--- config.mk ---
export PLATFORM = sky130hd
export DESIGN_NAME = cameralink_uart_core
export DESIGN_NICKNAME = d
export VERILOG_FILES = /design/src/rtl/cameralink_uart_core.sv
export SDC_FILE = /design/constraint.sdc
export NUM_CORES = 1
export LEC_CHECK = 0
export CAP_MARGIN = 20
export CORE_MARGIN = 2
export CORE_UTILIZATION = 40
export DETAILED_ROUTE_END_ITERATION = 10
export GPL_TIMING_DRIVEN = 0
export SYNTH_ARGS = -nofsm -noshare
export SYNTH_HDL_FRONTEND = slang
export SYNTH_SLANG_ARGS = --single-unit
--- constraint.sdc ---
create_clock -name s_axi_aclk -period 3.8 [get_ports s_axi_aclk]
set_input_delay 0.57 -clock s_axi_aclk [delete_from_list [all_inputs] [get_ports s_axi_aclk]]
set_output_delay 0.57 -clock s_axi_aclk [all_outputs]
set_load 0.02 [all_outputs]
--- src/rtl/cameralink_uart_core.sv ---
// 8N1 UART for a CameraLink serial channel: a registered transmitter and a
// synchronized, mid-bit-sampling receiver that run independently on one clock.
module cameralink_uart_core #(
    parameter int CLKS_PER_BIT = 10417
) (
    input  logic       s_axi_aclk,
    input  logic       s_axi_areset,
    input  logic       tx_start,
    input  logic [7:0] tx_data,
    output logic       tx_busy,
    output logic       tx_drop,
    output logic       rx_ready,
    output logic [7:0] rx_data,
    output logic       rx_frame_error,
    output logic       uart_tx,
    input  logic       uart_rx
);

    localparam int CW = $clog2(CLKS_PER_BIT);
    localparam logic [CW-1:0] BIT_LAST  = CW'(CLKS_PER_BIT - 1);
    localparam logic [CW-1:0] HALF_LAST = CW'(CLKS_PER_BIT / 2 - 1);
    localparam logic [CW-1:0] CNT_ONE   = CW'(1);

    typedef enum logic [1:0] {
        TX_IDLE,
        TX_START,
        TX_DATA,
        TX_STOP
    } tx_state_t;

    typedef enum logic [2:0] {
        RX_IDLE,
        RX_START,
        RX_DATA,
        RX_STOP,
        RX_WAIT_HIGH
    } rx_state_t;

    // ------------------------------------------------------------------
    // Transmitter
    // ------------------------------------------------------------------
    tx_state_t         tx_state, tx_state_next;
    logic [CW-1:0]     tx_cnt, tx_cnt_next;
    logic [2:0]        tx_bit, tx_bit_next;
    logic [7:0]        tx_shift, tx_shift_next;
    logic              tx_line_next;
    logic              tx_busy_next;
    logic              tx_drop_next;

    // NOTE: sequential state is written only with <=, so every register in the
    // design sees the pre-edge value of every other register.
    always_ff @(posedge s_axi_aclk or posedge s_axi_areset) begin
        if (s_axi_areset) begin
            tx_state <= TX_IDLE;
            tx_cnt   <= '0;
            tx_bit   <= '0;
            tx_shift <= '0;
            uart_tx  <= 1'b1;
            tx_busy  <= 1'b0;
            tx_drop  <= 1'b0;
        end else begin
            tx_state <= tx_state_next;
            tx_cnt   <= tx_cnt_next;
            tx_bit   <= tx_bit_next;
            tx_shift <= tx_shift_next;
            uart_tx  <= tx_line_next;
            tx_busy  <= tx_busy_next;
            tx_drop  <= tx_drop_next;
        end
    end

    // NOTE: every signal gets a default before the case, so no path can leave
    // one unassigned and infer a latch.
    always_comb begin
        tx_state_next = tx_state;
        tx_cnt_next   = tx_cnt;
        tx_bit_next   = tx_bit;
        tx_shift_next = tx_shift;
        tx_line_next  = uart_tx;
        tx_drop_next  = tx_start && (tx_state != TX_IDLE);

        unique case (tx_state)
            TX_IDLE: begin
                tx_cnt_next  = '0;
                tx_bit_next  = '0;
                tx_line_next = 1'b1;
                if (tx_start) begin
                    tx_shift_next = tx_data;
                    tx_state_next = TX_START;
                    tx_line_next  = 1'b0;
                end
            end
            TX_START: begin
                if (tx_cnt == BIT_LAST) begin
                    tx_cnt_next   = '0;
                    tx_state_next = TX_DATA;
                    tx_line_next  = tx_shift[0];
                end else begin
                    tx_cnt_next = tx_cnt + CNT_ONE;
                end
            end
            TX_DATA: begin
                if (tx_cnt == BIT_LAST) begin
                    tx_cnt_next = '0;
                    if (tx_bit == 3'd7) begin
                        tx_state_next = TX_STOP;
                        tx_line_next  = 1'b1;
                    end else begin
                        // Shift right so the next data bit is always at [0].
                        tx_bit_next   = tx_bit + 3'd1;
                        tx_shift_next = {1'b0, tx_shift[7:1]};
                        tx_line_next  = tx_shift[1];
                    end
                end else begin
                    tx_cnt_next = tx_cnt + CNT_ONE;
                end
            end
            TX_STOP: begin
                if (tx_cnt == BIT_LAST) begin
                    tx_cnt_next   = '0;
                    tx_state_next = TX_IDLE;
                end else begin
                    tx_cnt_next = tx_cnt + CNT_ONE;
                end
            end
            default: tx_state_next = TX_IDLE;
        endcase

        tx_busy_next = (tx_state_next != TX_IDLE);
    end

    // ------------------------------------------------------------------
    // Receiver
    // ------------------------------------------------------------------
    logic [1:0]    rx_sync;
    logic          rx_line;
    rx_state_t     rx_state, rx_state_next;
    logic [CW-1:0] rx_cnt, rx_cnt_next;
    logic [2:0]    rx_bit, rx_bit_next;
    logic [7:0]    rx_shift, rx_shift_next;
    logic [7:0]    rx_data_next;
    logic          rx_ready_next;
    logic          rx_error_next;

    // Synchronizer resets to the idle-high line level so reset never looks
    // like a start bit.
    always_ff @(posedge s_axi_aclk or posedge s_axi_areset) begin
        if (s_axi_areset) begin
            rx_sync <= 2'b11;
        end else begin
            rx_sync <= {rx_sync[0], uart_rx};
        end
    end

    assign rx_line = rx_sync[1];

    always_ff @(posedge s_axi_aclk or posedge s_axi_areset) begin
        if (s_axi_areset) begin
            rx_state       <= RX_IDLE;
            rx_cnt         <= '0;
            rx_bit         <= '0;
            rx_shift       <= '0;
            rx_data        <= '0;
            rx_ready       <= 1'b0;
            rx_frame_error <= 1'b0;
        end else begin
            rx_state       <= rx_state_next;
            rx_cnt         <= rx_cnt_next;
            rx_bit         <= rx_bit_next;
            rx_shift       <= rx_shift_next;
            rx_data        <= rx_data_next;
            rx_ready       <= rx_ready_next;
            rx_frame_error <= rx_error_next;
        end
    end

    always_comb begin
        rx_state_next = rx_state;
        rx_cnt_next   = rx_cnt;
        rx_bit_next   = rx_bit;
        rx_shift_next = rx_shift;
        rx_data_next  = rx_data;
        rx_ready_next = 1'b0;
        rx_error_next = 1'b0;

        unique case (rx_state)
            RX_IDLE: begin
                rx_cnt_next = '0;
                rx_bit_next = '0;
                if (!rx_line) begin
                    rx_state_next = RX_START;
                end
            end
            RX_START: begin
                // Half a bit in: still low means a real start bit, and this
                // instant becomes the sampling phase for the rest of the frame.
                if (rx_cnt == HALF_LAST) begin
                    rx_cnt_next   = '0;
                    rx_state_next = rx_line ? RX_IDLE : RX_DATA;
                end else begin
                    rx_cnt_next = rx_cnt + CNT_ONE;
                end
            end
            RX_DATA: begin
                if (rx_cnt == BIT_LAST) begin
                    rx_cnt_next   = '0;
                    rx_shift_next = {rx_line, rx_shift[7:1]};
                    if (rx_bit == 3'd7) begin
                        rx_state_next = RX_STOP;
                    end else begin
                        rx_bit_next = rx_bit + 3'd1;
                    end
                end else begin
                    rx_cnt_next = rx_cnt + CNT_ONE;
                end
            end
            RX_STOP: begin
                if (rx_cnt == BIT_LAST) begin
                    rx_cnt_next = '0;
                    if (rx_line) begin
                        rx_data_next  = rx_shift;
                        rx_ready_next = 1'b1;
                        rx_state_next = RX_IDLE;
                    end else begin
                        rx_error_next = 1'b1;
                        rx_state_next = RX_WAIT_HIGH;
                    end
                end else begin
                    rx_cnt_next = rx_cnt + CNT_ONE;
                end
            end
            RX_WAIT_HIGH: begin
                // A held-low break reports once; wait for the line to recover.
                if (rx_line) begin
                    rx_state_next = RX_IDLE;
                end
            end
            default: rx_state_next = RX_IDLE;
        endcase
    end

endmodule

After elaboration in Yosys (flattened, before gate mapping)
Cells that the tools add are included.
{ "word_totals": {"reg_bits": 70, "word_cells": 101, "output_inout_bits": 13} }
{ "classes": {"add_sub_neg": 4, "reduce_logical": 18, "eq_ne": 23, "n_mux": 41} }
{ "op_table": {"columns": ["op", "count"], "rows": [
  ["$mux 14", 3],
  ["$pmux 14 s3", 1],
  ["$mux 3", 11],
  ["$add 14x1->14 const B", 2],
  ["$eq 14x14->1 const B", 2],
  ["$pmux 14 s2", 1],
  ["$mux 8", 3],
  ["$ne 2x2->1 const B", 11],
  ["$pmux 8 s2", 1],
  ["$pmux 3 s5", 1],
  ["$eq 14x13->1 const B", 1],
  ["$mux 2", 6],
  ["$pmux 3 s2", 2],
  ["$reduce_and 3->1", 4],
  ["$mux 1", 10],
  ["$eq 3x3->1 const B", 3],
  ["$pmux 2 s4", 1],
  ["$reduce_bool 2->1", 4],
  ["$add 3x1->3 const B", 2],
  ["$eq 3x2->1 const B", 2],
  ["$reduce_and 6->1", 1],
  ["$reduce_bool 3->1", 2],
  ["$eq 2x2->1 const B", 2],
  ["$reduce_and 4->1", 1],
  ["9 further kinds", 9]
]} }

Depth between registers and ports, before layout
{ "logic_depth": {"ltp_word": 5, "ltp_mapped": 8} }

Worst setup path after synthesis
Ideal clock, no wire load.
{ "synth_path": {"path_kind": "register to register", "start": "register rx_cnt[0]", "end": "register rx_shift[0]", "slack_ps": 1895, "required_time_ps": 3675, "period_less_slack_ps": 1905, "arrival_ps": 1780, "path_stages_with_launch": 7, "n_path_buf": 0, "cell_sequence": "dfrtp_1 > inv_1 > ha_1 > and4bb_2 > and4_4 > nor3b_4 > mux2_2"} }
{ "synth_via": {"elab_chain_cells": 2} }
{ "synth_lines": {"columns": ["item", "line", "text"], "rows": [
  ["from (decl)", "138", "logic [CW-1:0] rx_cnt, rx_cnt_next;"],
  ["from (signal assigned)", "168", "rx_cnt <= rx_cnt_next;"],
  ["$eq 14x14->1", "205", "if (rx_cnt == BIT_LAST) begin"],
  ["$reduce_and 2->1 (no line)", null, null],
  ["to (signal assigned)", "170", "rx_shift <= rx_shift_next;"],
  ["to (decl)", "140", "logic [7:0] rx_shift, rx_shift_next;"]
]} }
No other way between the ends.
A chain may end at the register's enable or synchronous reset.

Final worst setup path
Same ends and word-level chain as after synthesis.

==> results.py <==
metrics = {
    "clocking": {
        "cts_buffer_depth": 2,
        "clockRootBuffer": "clkbuf_8",
        "clk_latency_ns": 0.35,
        "htree_levels": 3,
        "cts_tree": "done",
        "numCtsBuffers": 9,
        "postCtsHoldBufs": 0,
        "numClockSinks": 70,
        "clkTransAtPathRegs_ns": 0.08,
        "ctsResizeCount": 0,
        "cts_setup_buffers": 0,
    },
    "global_route": {
        "grt_use_met2_pct": 24.6,
        "globalRouteMet1Util_pct": 20.0,
        "grt-ovfl-total": 0,
        "grt_pass1_vias": 2524,
        "track_usage_pct": 15.2,
        "grt_use_met3_pct": 3.44,
        "antenna_found_initial": 0,
        "grt_pass1_wl_mm": 11.9,
        "grt_max_degree": 71,
        "grt-busiest-layer": "met2",
    },
    "sta": {
        "hold_ws_ns": 0.357,
        "maxSlewViolCount": 0,
        "worst_pin_slew_ns": 0.850,
        "relSlewSlack_pct": 43.3,
        "clock_skew_ns": 0.0124,
        "min_period_ns": 2.15,
        "fin_setup_tns_ns": 0,
        "rsz0062_at_grt": "false",
        "hold_viol": 0,
        "post-route-period-util_pct": 56.5,
        "clock.fmax_mhz": 466,
        "setup_viol": 0,
    },
    "critical_path": {
        "worst_path_max_delay_cell": "nor3b_4",
        "path_cells": "inv_1 > ha_1 > and4bb_2 > and4_4 > nor3b_4 > mux2_2",
        "worstPathMaxFanout": 9,
        "crit_buf_inv": 1,
        "critPathLaunchType": "register",
        "r2r_slack_ns": 1.65,
        "cpLargestDelayFamily": "simple AND/OR/NAND/NOR gates",
        "critPathKind": "register to register",
        "arrival_ns": 2.37,
        "cp-end-kind": "register",
        "critPathRequiredTime_ns": 4.02,
        "max_stage_delay_ns": 0.48,
    },
    "drt": {
        "detailroute.via_count": 2510,
        "first_pass_iters": 4,
        "drtIter0Drc": 59,
        "via_per_inst": 5.31,
        "drc": 0,
        "ant_nets": 0,
        "wl_mm": 6.69,
        "avgRoutedWirePerCell_um": 14.1,
    },
    "job": {
        "cap_violations": 0,
    },
    "hold_path": {
        "hp-class": "register to register",
    },
    "synthesis": {
        "synth_area_leaders": "dfrtp_1 47%, mux2_2 7.3%, ha_1 4.9%, xor2_1 3.2%, nor2_1 3.1%",
        "yosysMostFrequentCell": "dfrtp_1",
        "synth_top_family_by_area": "simple AND/OR/NAND/NOR gates",
        "postSynthAreaPerCell_um2": 11.0,
        "synth_common_cells": "67 x dfrtp_1, 29 x nor2_1, 26 x nand2_1",
        "synth_top_cell_area_share_pct": 47.1,
        "synth.area.mux_share_pct": 10.6,
        "synthAdderAreaFrac_pct": 4.92,
        "synthXorXnorAreaFrac_pct": 3.69,
        "synth_compound_area_share_pct": 10.7,
        "synth-edff-count": 0,
        "netlist_area_um2": 3560,
        "synthFlopType": "dfrtp_1",
        "yosysWarnings": 0,
        "ys_async_sr_fraction_pct": 100,
        "synth_cell_types": 53,
        "yosys.area_share.simple_pct": 17.8,
        "yosysSeqAreaShare_pct": 49.3,
        "netlist_instances": 325,
        "syn-num-nets": 351,
        "yosys.area.top_type": "dfrtp_1",
        "ys_seq_elements": 70,
    },
    "finish": {
        "nets": 386,
        "fin_util_pct": 47.7,
        "multi_input_area_um2": 1700,
        "area_growth_pct": 16.2,
        "design_area_um2": 4140,
        "seqCellArea_um2": 1760,
        "fillCellCount": 830,
        "drive_gt1_share_pct": 17.0,
        "antennaDiodeCount": 0,
    },
    "place": {
        "gp_congestion": 0.786,
        "place_area_um2": 3940,
        "hpwlAfterDp_mm": 4.51,
        "port_buffers": 24,
    },
    "floorplan": {
        "start_util_pct": 41.0,
        "rows": 34,
        "dieArea_um2": 9680,
        "die_h_um": 98.4,
        "io_pins": 25,
        "core-area_um2": 8680,
        "die-width_um": 98.4,
    },
    "power_and_ir_drop": {
        "power_density_nw_per_um2": 435,
        "static-leakage-power_nw": 1.89,
        "ir_worst_vdd_mv": 0.241,
    },
    "outcome": {
        "status": "finished clean",
    },
}
[sequential cells by signal (all words and copies together), names as in the netlist, 3 cells and up]
signal,flops
rx_shift,8
rx_data,8
tx_cnt,14
rx_cnt,14
tx_bit,3
rx_bit,3
rx_state,3
tx_shift,8
[power by group]
group	leakage, nW	internal, mW	switching [mW]
Clock	0.0955	0.321	0.282
Sequential	0.927	0.825	0.0415
Combinational	0.871	0.145	0.188
[layer usage]
metal	part of all wire, %	vias up
met4	1.4	0
met1	47	1243
met5	0	-
met2	49	36
li1	-	1223
met3	2.9	8
[layout by cell type (no fill, tap or decap), drive strengths merged, types with 7 or more instances in the layout]
cell            n
o21ai          14
inv            14
nand4           7
dfrtp          67
nor2           30
clkbuf         15
mux2           31
nand2          26
nand3          14
xor2           13
clkdlybuf4s50  24
buf             8
a21oi          10
a22o            8
ha             14
[final cells by class]
class / instances / share of cell area [%]
Buffer: 12 / 1.30
Clock buffer: 11 / 3.41
Clock inverter: 5 / 1.42
Inverter: 14 / 1.33
Multi-Input combinational cell: 229 / 41.1
Sequential cell: 70 / 42.4
Tap cell: 108 / 3.26
Timing Repair Buffer: 24 / 5.80
[worst register-to-register path, delay by kind of cell (launching register included)]
kind                       cells  cell delay, ns
adders and majority gates      1            0.16
buffers and inverters          1            0.07
DFF                            1            0.42
muxes                          1            0.39
and+or+nand+nor                3            0.98
[metrics by stage]
| step | instances | worst slack [ns] | power [mW] |
|---|---|---|---|
| 2_1_floorplan | 325 | 1.47 | 1.11 |
| 3_5_place_dp | 457 | 1.67 | 1.22 |
| 5_1_grt | 473 | 1.51 | 1.90 |
| 3_3_place_gp | 457 | 0.175 | 1.21 |
| 4_1_cts | 473 | 1.63 | 1.83 |
| 6_report | 473 | 1.65 | 1.80 |
[cell families (layout without fill, tap and decap cells)]
| family | count (synthesis) | count (layout) |
|---|---|---|
| compound gates | 54 | 54 |
| xor+xnor | 15 | 15 |
| fa+ha+maj | 14 | 14 |
| buf+inv | 26 | 66 |
| flops | 70 | 70 |
| mux | 34 | 34 |
| simple gates | 112 | 112 |
[path summary, 6_finish.rpt]
path | start | endpoint | depth (start not counted)
setup / recovery | rx_cnt[0] | rx_shift[0] | 6
min in group asynchronous | s_axi_areset | tx_cnt[1] | 2
max in group asynchronous | s_axi_areset | rx_ready | 2
hold / removal | rx_sync[0] | rx_sync[1] | 0
setup reg to reg | rx_cnt[0] | rx_shift[0] | 6
hold reg to reg | rx_sync[0] | rx_sync[1] | 0
Note: power is estimated with default switching activity, not from simulation.
